### src/rtl/sub_later_pipe_pkg.sv
// Shared constants for the sub_later_pipe slice.
// Default operand width and the matching result width.
package sub_later_pipe_pkg;

  localparam int WIDTH_DEF = 4;
  localparam int RES_W     = WIDTH_DEF + 1;

  function automatic int res_w(input int w);
    return w + 1;
  endfunction

endpackage

### src/rtl/sub_later_pipe_reg.sv
// pipe_reg: generic W-bit D register, async active-high clear.
// Ports: clk, rst_n (clear while 1), d in, q out.
module pipe_reg #(
  parameter int W = 4
) (
  input  logic         clk,
  input  logic         rst_n,
  input  logic [W-1:0] d,
  output logic [W-1:0] q
);

  always_ff @(posedge clk or posedge rst_n) begin
    if (rst_n) q <= '0;
    else       q <= d;
  end

endmodule

### src/rtl/sub_later_pipe.sv
// Two-stage unsigned subtractor, signed WIDTH+1 result.
// Ports: clk, rst_n (async, clear while 1), aIn, bIn, subOut.
module sub_later_pipe
  import sub_later_pipe_pkg::*;
#(
  parameter int WIDTH = WIDTH_DEF
) (
  input  logic             clk,
  input  logic             rst_n,
  input  logic [WIDTH-1:0] aIn,
  input  logic [WIDTH-1:0] bIn,
  output logic [WIDTH:0]   subOut
);

  localparam int RW = res_w(WIDTH);

  logic [WIDTH-1:0] a_d, a_q;
  logic [WIDTH-1:0] b_d, b_q;
  logic [RW-1:0]    sub_d, sub_q;

  // Zero-extend first so the borrow lands in the sign bit.
  always_comb begin
    a_d   = aIn;
    b_d   = bIn;
    sub_d = {1'b0, a_q} - {1'b0, b_q};
  end

  pipe_reg #(.W(WIDTH)) u_a_reg (
    .clk   (clk),
    .rst_n (rst_n),
    .d     (a_d),
    .q     (a_q)
  );

  pipe_reg #(.W(WIDTH)) u_b_reg (
    .clk   (clk),
    .rst_n (rst_n),
    .d     (b_d),
    .q     (b_q)
  );

  pipe_reg #(.W(RW)) u_sub_reg (
    .clk   (clk),
    .rst_n (rst_n),
    .d     (sub_d),
    .q     (sub_q)
  );

  assign subOut = sub_q;

endmodule

### config.mk
export PLATFORM = sky130hd
export DESIGN_NAME = sub_later_pipe
export DESIGN_NICKNAME = d
export VERILOG_FILES = /design/src/rtl/sub_later_pipe_pkg.sv /design/src/rtl/sub_later_pipe_reg.sv /design/src/rtl/sub_later_pipe.sv
export SDC_FILE = /design/constraint.sdc
export NUM_CORES = 1
export LEC_CHECK = 0
export BUFFER_PORTS_ARGS = -buffer_cell sky130_fd_sc_hd__buf_2
export CORE_AREA = 2 2 39 41
export DETAILED_ROUTE_END_ITERATION = 6
export DIE_AREA = 0 0 41 43
export SYNTH_ARGS = -nofsm -noshare
export SYNTH_HDL_FRONTEND = slang
export SYNTH_SLANG_ARGS = --single-unit
### constraint.sdc
create_clock -name clk -period 2.3 [get_ports clk]
set_input_delay 0.23 -clock clk [delete_from_list [all_inputs] [get_ports clk]]
set_output_delay 0.23 -clock clk [all_outputs]
set_load 0.02 [all_outputs]
== Word level (Yosys, flattened, before mapping) ==
Cells that the tools add are included.

* Bits in registers: 13
* Input bits: 10
* Word-level logic and storage cells: 4

* Add/sub/neg operators: 1

{| class="wikitable"
|+ Operators by type and width
! kind !! number
|-
| subtractor 4 x 4 -> 5 bit || 1
|}

== Logic depth before layout (Yosys ltp) ==
Gate-level depths: netlist (run 1).

* Depth after elaboration: 1
* Depth in mapped cells: 6
* Mapped depth without buffers: 6

== Modules after synthesis ==
Synthesis (run 1) repeated with hierarchy kept, for this count alone.

* Cell total of the unflattened synthesis: 33
* Area total of the unflattened synthesis: 474.2 um^2

{| class="wikitable"
|+ Modules (own cells, without submodules)
! module !! instances !! cells an instance !! area an instance (um^2)
|-
| pipe_reg at u_a_reg ... || 2 || 5 || 103.8
|-
| sub_later_pipe || 1 || 17 || 137.6
|-
| pipe_reg at u_sub_reg || 1 || 6 || 128.9
|}

== Worst setup path before layout (run 1) ==
OpenSTA, ideal clock, no wires.

* Path kind: register to register
* From: reg u_a_reg.q[0]
* To: reg u_sub_reg.q[4]
* Setup time: 0.077 ns
* Arrival: 1.281 ns
* Required time: 2.223 ns
* Setup slack: 0.942 ns
* Stages on the path, launching flop included: 7
* Buffers on the path: 0
* Cells stage by stage: dfrtp_1 inv_1 ha_1 inv_1 fa_1 a21o_2 a21oi_1

* Longest elaborated chain between the ends: 1

{| class="wikitable"
|+ Ends and longest elaborated chain
! item !! RTL line !! source
|-
| start: declaration || sub_later_pipe_reg.sv:9 || <nowiki>output logic [W-1:0] q</nowiki>
|-
| start signal: assignment || sub_later_pipe_reg.sv:13 || <nowiki>if (rst_n) q <= '0;</nowiki>
|-
| start signal: assignment || sub_later_pipe_reg.sv:14 || <nowiki>else q <= d;</nowiki>
|-
| subtractor 4 x 4 -> 5 bit || sub_later_pipe.sv:25 || <nowiki>sub_d = {1'b0, a_q} - {1'b0, b_q};</nowiki>
|-
| via sub_d[4] || sub_later_pipe.sv:19 || <nowiki>logic [RW-1:0] sub_d, sub_q;</nowiki>
|-
| end signal: assignment || sub_later_pipe_reg.sv:13 ||
|-
| end signal: assignment || sub_later_pipe_reg.sv:14 ||
|-
| end: declaration || sub_later_pipe_reg.sv:9 ||
|}

The timed path passes the listed nets, and every way through them passes these cells.

== Final worst setup path (run 1) ==
Same ends and word-level chain as after synthesis.

==> impl_summary.log, run 1 <==
[metrics] Net Count, Synth: 47
[metrics] Port Buffers: 14
[metrics] number of buffers between clock root and the deepest sink: 2
[metrics] count of synthesis-stage warnings from yosys: 0
[metrics] number of antenna violations at the first check in global routing: 0
[metrics] utilization after layout: 42.9%
[metrics] critical path endpoint category: flip-flop
[metrics] Layout Nets: 67
[metrics] total of flip-flops plus latches after synthesis: 13
[metrics] Worst-path clk slew: 0.08 ns
[metrics] end point of the worst hold path: u_b_reg.q[1]
[metrics] Worst Hold Path Cells: 1
[metrics] top fanout value on the critical path: 2
[metrics] max cap viols: 0
[metrics] Leak Pwr: 0.318 nW
[metrics] critical path data required time: 2.50 ns
[metrics] root buf cell: clkbuf_4
[metrics] Sinks on Clock Net: 13
[metrics] worst-case vdd ir drop: 0.359 mV
[metrics] Synth Area per Inst: 14.6 sq um
[metrics] portion of the post-synthesis area used by sequential elements: 69.7%
[metrics] number of hold violations in the final report: 0
[metrics] most frequent cells in the layout: buf_2 (14), dfrtp_1 (13), inv_1 (7)
[metrics] residual antenna-violating net count after detailed routing: 0
[metrics] proportion of layout cells with a drive suffix above 1: 35.3%
[metrics] total negative slack for setup checks: 0 ns
[metrics] period utilisation layout: 62.2%
[metrics] Post CTS Setup Buffer Count: 0
[metrics] Detailed Routing Iterations Pass 1: 2
[metrics] total number of placement rows: 14
[metrics] synth unique cells: 9
[metrics] HP Start: bIn[1]
[metrics] worst endpoint data arrival time: 1.63 ns
[metrics] RSZ-0062 raised after global routing: no
[metrics] wire length of the first global-routing pass: 1010 microns
[metrics] layout-stage area growth over the synthesis result: 27.1%
[metrics] pin count of the biggest net entering global routing: 14
[metrics] post-route DRC violation count: 0
[metrics] Crit Reg-Reg Endpoint: u_sub_reg.q[4]
[metrics] floorplan core area: 1380 sq um
[metrics] H-tree depth: 1
[metrics] most common cell after layout, fill and taps aside: buf_2
[metrics] post-detailed-route wirelength per cell: 8.16 microns
[metrics] number of placed I/O pins: 15
[metrics] GRT Overall Usage: 9.22%
[metrics] total count of max-transition violations in the final report: 0
[metrics] Netlist Area Pre-Place: 467 sq um
[metrics] critical path startpoint category: flip-flop
[metrics] x dimension of the die: 41 microns
[metrics] status: complete, no violations
[metrics] number of buffers added by the clock tree synthesis step: 3
[metrics] critical path start-end classification: flip-flop to flip-flop
[metrics] clk_skew: 0.00395 ns
[metrics] Skew-Pair Late Insertion Delay: 0.27 ns
[metrics] effective utilization at floorplan: 33.7%
[metrics] pin slew with the least headroom to its limit: 0.465 ns
[metrics] average via count per standard cell: 3.88
[metrics] Fill cells: 136
[metrics] post-detailed-placement half-perimeter wirelength: 409 microns
[metrics] die area: 1760 sq um
[metrics] via count of the first global-routing pass: 252
[metrics] die height: 43 microns
[metrics] maximum frequency from static timing analysis: 699 MHz
[metrics] launching point of the worst reg2reg path: u_a_reg.q[0]
[metrics] shortest period the worst path allows: 1.43 ns
[metrics] setup violators final: 0
[metrics] path class of the lowest-slack min-delay path: input port to flip-flop
[metrics] relative slew slack: 68.9%
[metrics] gp weighted congestion: 0.724
[metrics] register-to-register path setup slack: 0.87 ns
[metrics] number of vias after detailed routing: 260
[metrics] antenna diode instance count: 0
[metrics] PD cells: 773 nW/um^2
[metrics] leftover overflow at the end of global routing: 0
[metrics] DRC marker count from the first detailed-route iteration: 5
[metrics] first element of the critical path: u_a_reg.q[0]
[metrics] Post-Synthesis Cells: 32
[metrics] Routed WL: 547 microns
[metrics] worst-case reg-to-reg path depth: 6
[metrics] TritonCTS clock tree: built
==> cell usage after synthesis <==
master   count  area (sq um)
a21o_2       1          8.76
a21oi_1      2          10.0
dfrtp_1     13           325
fa_1         1          20.0
ha_1         4          50.1
inv_1        7          26.3
nand2_1      1          3.75
o21ai_1      1          5.00
xor2_1       2          17.5
==> routing by layer <==
metal	GRT usage (%)	routed length, microns
met5	0	0
met4	10.0	6
met3	3.14	42
met2	11.9	263
met1	10.7	234
==> cell families after synthesis <==
group | Yosys count | share of synthesized area [%]
AND/OR/NAND/NOR | 1 | 0.804
flip-flops | 13 | 69.7
XOR/XNOR | 2 | 3.75
AO/OA/AOI/OAI | 4 | 5.09
buffers and inverters | 7 | 5.63
adder cells (fa/ha/maj) | 5 | 15.0
==> state kept, by name, summed over array words and instances, names as in the netlist <==
| signal | cells |
|---|---|
| u_b_reg.q | 4 |
| u_sub_reg.q | 5 |
| u_a_reg.q | 4 |
==> worst max-delay path, cell delays in order (launching register included) <==
cell and delay, ns:
dfrtp_1 0.36, inv_1 0.05, ha_1 0.15, inv_1 0.05
fa_1 0.39, a21o_2 0.23, a21oi_1 0.13
==> power by group <==
group / switching [W] / total [W] / leakage, nW / internal, W
Clock: 0.0000685 / 0.000136 / 0.0150 / 0.0000671
Combinational: 0.0000416 / 0.0000700 / 0.152 / 0.0000284
Sequential: 0.00000435 / 0.000253 / 0.151 / 0.000249
Total: 0.000114 / 0.000459 / 0.318 / 0.000344
==> metrics by stage <==
stage	hold slack (ns)	worst slack, ns	area (sq um)	instances	total power (W)
floorplan	0.107	0.942	467	32	0.000303
CTS	0.0499	0.857	593	67	0.000468
detailed placement	0.262	0.878	557	62	0.000328
global route	0.0376	0.771	593	67	0.000492
finish	0.0596	0.869	593	67	0.000459
global placement	0.261	0.882	557	62	0.000328
==> how the worst max path moves through the flow <==
stage,cells after the start,endpoint
after floorplan,6,u_sub_reg.q[4]
after global placement,6,u_sub_reg.q[4]
after detailed placement,6,u_sub_reg.q[4]
after CTS,6,u_sub_reg.q[4]
after global routing,6,u_sub_reg.q[4]
final,6,u_sub_reg.q[4]
==> final cells by class <==
| class | instances | area [sq um] | area share [%] |
|---|---|---|---|
| repair buffers | 15 | 80.1 | 13.5 |
| clock buffers | 4 | 26.3 | 4.43 |
| well taps | 16 | 20.0 | 3.38 |
| flip-flops and latches | 13 | 325 | 54.9 |
| inverters | 7 | 26.3 | 4.43 |
| multi-input cells | 12 | 115 | 19.4 |
==> what timing repair did <==
| action | 4_1_cts | 5_1_grt |
|---|---|---|
| resized for setup | 0 | 0 |
| hold endpoints to repair | 13 | 0 |
| hold buffers | 1 | 0 |
Note: power is estimated with default switching activity, not from simulation.
==> inputs of run 2 (changes only) <==
==> constraint.sdc (replaced) <==
create_clock -name clk -period 1.34 [get_ports clk]
set_input_delay 0.134 -clock clk [delete_from_list [all_inputs] [get_ports clk]]
set_output_delay 0.134 -clock clk [all_outputs]
set_load 0.02 [all_outputs]
==> impl_summary.log, run 2 (same netlist as run 1, synthesis figures left out) <==
[metrics] status: complete, no violations
[metrics] proportion of layout cells with a drive suffix above 1: 38.3% (+3.0 points)
[metrics] relative slew slack: 69.2% (+0.29 points)
[metrics] critical path, cell by cell: inv_1 > ha_2 > inv_2 > fa_2 > buf_4 > xor2_1
[metrics] residual antenna-violating net count after detailed routing: 0 (unchanged)
[metrics] largest registers ranked by flip-flop count: u_sub_reg.q: 5 flops, u_a_reg.q: 4 flops, u_b_reg.q: 4 flops
[metrics] number of flip-flops under the largest register name: 5 (unchanged)
[metrics] setup violators final: 0 (unchanged)
[metrics] critical path startpoint category: flip-flop
[metrics] Layout Nets: 76 (+13%)
[metrics] die area: 1760 sq um (unchanged)
[metrics] number of placed I/O pins: 15 (unchanged)
[metrics] DRC marker count from the first detailed-route iteration: 3 (-2)
[metrics] PD cells: 1180 nW/um^2 (+52%)
[metrics] most common cell after layout, fill and taps aside: buf_2
[metrics] via count of the first global-routing pass: 310 (+23%)
[metrics] Crit-path slowest cell: dfrtp_1
[metrics] antenna diode instance count: 0 (unchanged)
[metrics] path class of the lowest-slack min-delay path: input port to asynchronous set/reset pin
[metrics] TritonCTS clock tree: built
[metrics] largest register by flop count: u_sub_reg.q
[metrics] critical path start-end classification: flip-flop to flip-flop
[metrics] worst-case setup margin in the final layout: 0.00493 ns (-0.864 ns)
[metrics] number of hold violations in the final report: 0 (unchanged)
[metrics] Crit Reg-Reg Endpoint: u_sub_reg.q[2]
[metrics] placement-stage worst setup slack: -0.0343 ns (-0.912 ns)
[metrics] floorplan core area: 1380 sq um (unchanged)
[metrics] effective utilization at floorplan: 33.7% (unchanged)
[metrics] worst-case reg-to-reg path depth: 6 (unchanged)
[metrics] Worst-path clk slew: 0.07 ns (about the same)
[metrics] Detailed Routing Iterations Pass 1: 2 (unchanged)
[metrics] post-route DRC violation count: 0 (unchanged)
[metrics] x dimension of the die: 41 microns (unchanged)
[metrics] post-detailed-route wirelength per cell: 8.53 microns (+4.4%)
[metrics] register-to-register path setup slack: 0.005 ns (-0.86 ns)
[metrics] Fill cells: 127 (-6.6%)
[metrics] critical path data required time: 1.49 ns (-1.01 ns)
[metrics] number of antenna violations at the first check in global routing: 0 (unchanged)
[metrics] gp weighted congestion: 0.663 (-8.5%)
[metrics] Hold WS: 0.421 ns (+0.362 ns)
[metrics] number of vias after detailed routing: 312 (+20%)
[metrics] root buf cell: clkbuf_4
[metrics] area of all sequential standard cells: 325 sq um (unchanged)
[metrics] number of buffers added by the clock tree synthesis step: 3 (unchanged)
[metrics] Routed WL: 648 microns (+18%)
[metrics] top fanout value on the critical path: 2 (unchanged)
[metrics] most frequent cells in the layout: buf_2 (14), dfrtp_1 (13), dlygate4sd3_1 (9)
[metrics] worst-case vdd ir drop: 0.790 mV (+120%)
[metrics] worst endpoint data arrival time: 1.49 ns (-0.14 ns)
[metrics] total count of max-transition violations in the final report: 0 (unchanged)
[metrics] launching point of the worst reg2reg path: u_a_reg.q[0]
[metrics] family of cells with the greatest summed delay on the critical path: adder cells
[metrics] die height: 43 microns (unchanged)
[metrics] leftover overflow at the end of global routing: 0 (unchanged)
[metrics] max cap viols: 0 (unchanged)
[metrics] critical path endpoint category: flip-flop
[metrics] Skew-Pair Late Insertion Delay: 0.27 ns (about the same)
[metrics] area of the multi-input gates: 124 sq um (+7.6%)
[metrics] shortest period the worst path allows: 1.34 ns (-0.0959 ns)
[metrics] number of buffers between clock root and the deepest sink: 2 (unchanged)
[metrics] layout-stage area growth over the synthesis result: 47.7%
[metrics] clk_skew: 0.00320 ns (-0.000747 ns)
[metrics] average via count per standard cell: 4.11 (+5.8%)
[metrics] period utilisation layout: 99.6% (+37 points)
[metrics] GRT Overall Usage: 11.0% (+1.8 points)
[metrics] Post-Place Cells: 62 (unchanged)
[metrics] pin slew with the least headroom to its limit: 0.461 ns (-0.00442 ns)
[metrics] post-detailed-placement half-perimeter wirelength: 407 microns (-0.49%)
[metrics] Port Buffers: 14 (unchanged)
[metrics] pin count of the biggest net entering global routing: 14 (unchanged)
[metrics] H-tree depth: 1 (unchanged)
[metrics] Sinks on Clock Net: 13 (unchanged)
[metrics] maximum frequency from static timing analysis: 749 MHz (+7.2%)
[metrics] total number of placement rows: 14 (unchanged)
[metrics] CP peak stage delay: 0.36 ns (-0.03 ns)
[metrics] RSZ-0062 raised after global routing: yes
[metrics] wire length of the first global-routing pass: 1170 microns (+16%)
[metrics] critical path buffer and inverter count: 3 (+1)
[metrics] Final Non-Filler Cells: 76 (+13%)
[metrics] Leak Pwr: 0.354 nW (+11%)
run 2: changes by cell type in the layout (fill, tap and decap cells not counted), sizes merged:
cell / delta
dlygate4sd3: +8
buf: +1
run 2: per-stage QoR:
step                      cell area (sq um)  power (W)  TNS (ns)  util, %
after CTS                               689   0.000827   -0.0381     49.8
after floorplan                         469   0.000521         0        -
final                                   689   0.000810         0     49.8
after global routing                    689   0.000866   -0.0927     49.8
after detailed placement                559   0.000564   -0.0343     40.4
after global placement                  559   0.000562   -0.0151     40.4
run 2: final cells by class:
class,instances,area share [%]
clock buffer,4,3.81
timing repair buffer,24,24.3
inverter,7,3.81
multi-input combinational,12,18.0
tap,16,2.90
sequential,13,47.2
run 2: metal layers:
| layer | vias to the layer above | global-route usage [%] | wire (microns) |
|---|---|---|---|
| met5 | - | 0 | 0 |
| met4 | 0 | 12.0 | 36 |
| met3 | 4 | 3.14 | 40 |
| met2 | 11 | 17.5 | 346 |
| met1 | 144 | 9.34 | 224 |
| li1 | 153 | - | - |
run 2: worst min-delay path, cell delays in order:
cell	delay [ns]
dlygate4sd3_1	0.54
buf_2	0.12
inv_1	0.34
run 2: power by group:
group | total [W] | internal, W | switching [W]
Combinational | 0.000145 | 0.0000686 | 0.0000767
Clock | 0.000230 | 0.000115 | 0.000115
Sequential | 0.000435 | 0.000427 | 0.00000804
run 2: repair_timing:
action,in CTS,in global routing
hold endpoints to repair,21,0
gates cloned,0,0
gates resized for setup,3,0
pin swaps,3,1
buffers inserted,1,0
hold buffers,9,0
setup endpoints to repair,1,2
run 2: how the worst max path moves through the flow:
stage	to	slack [ns]	from	cells past startpoint
after CTS	u_sub_reg.q[2]	-0.02	u_a_reg.q[0]	6
after detailed placement	u_sub_reg.q[4]	-0.03	u_a_reg.q[0]	6
after floorplan	u_sub_reg.q[4]	0.03	u_a_reg.q[0]	6
after global routing	u_sub_reg.q[2]	-0.05	u_a_reg.q[0]	6
final	u_sub_reg.q[2]	0.005	u_a_reg.q[0]	6
after global placement	u_sub_reg.q[4]	-0.02	u_a_reg.q[0]	6
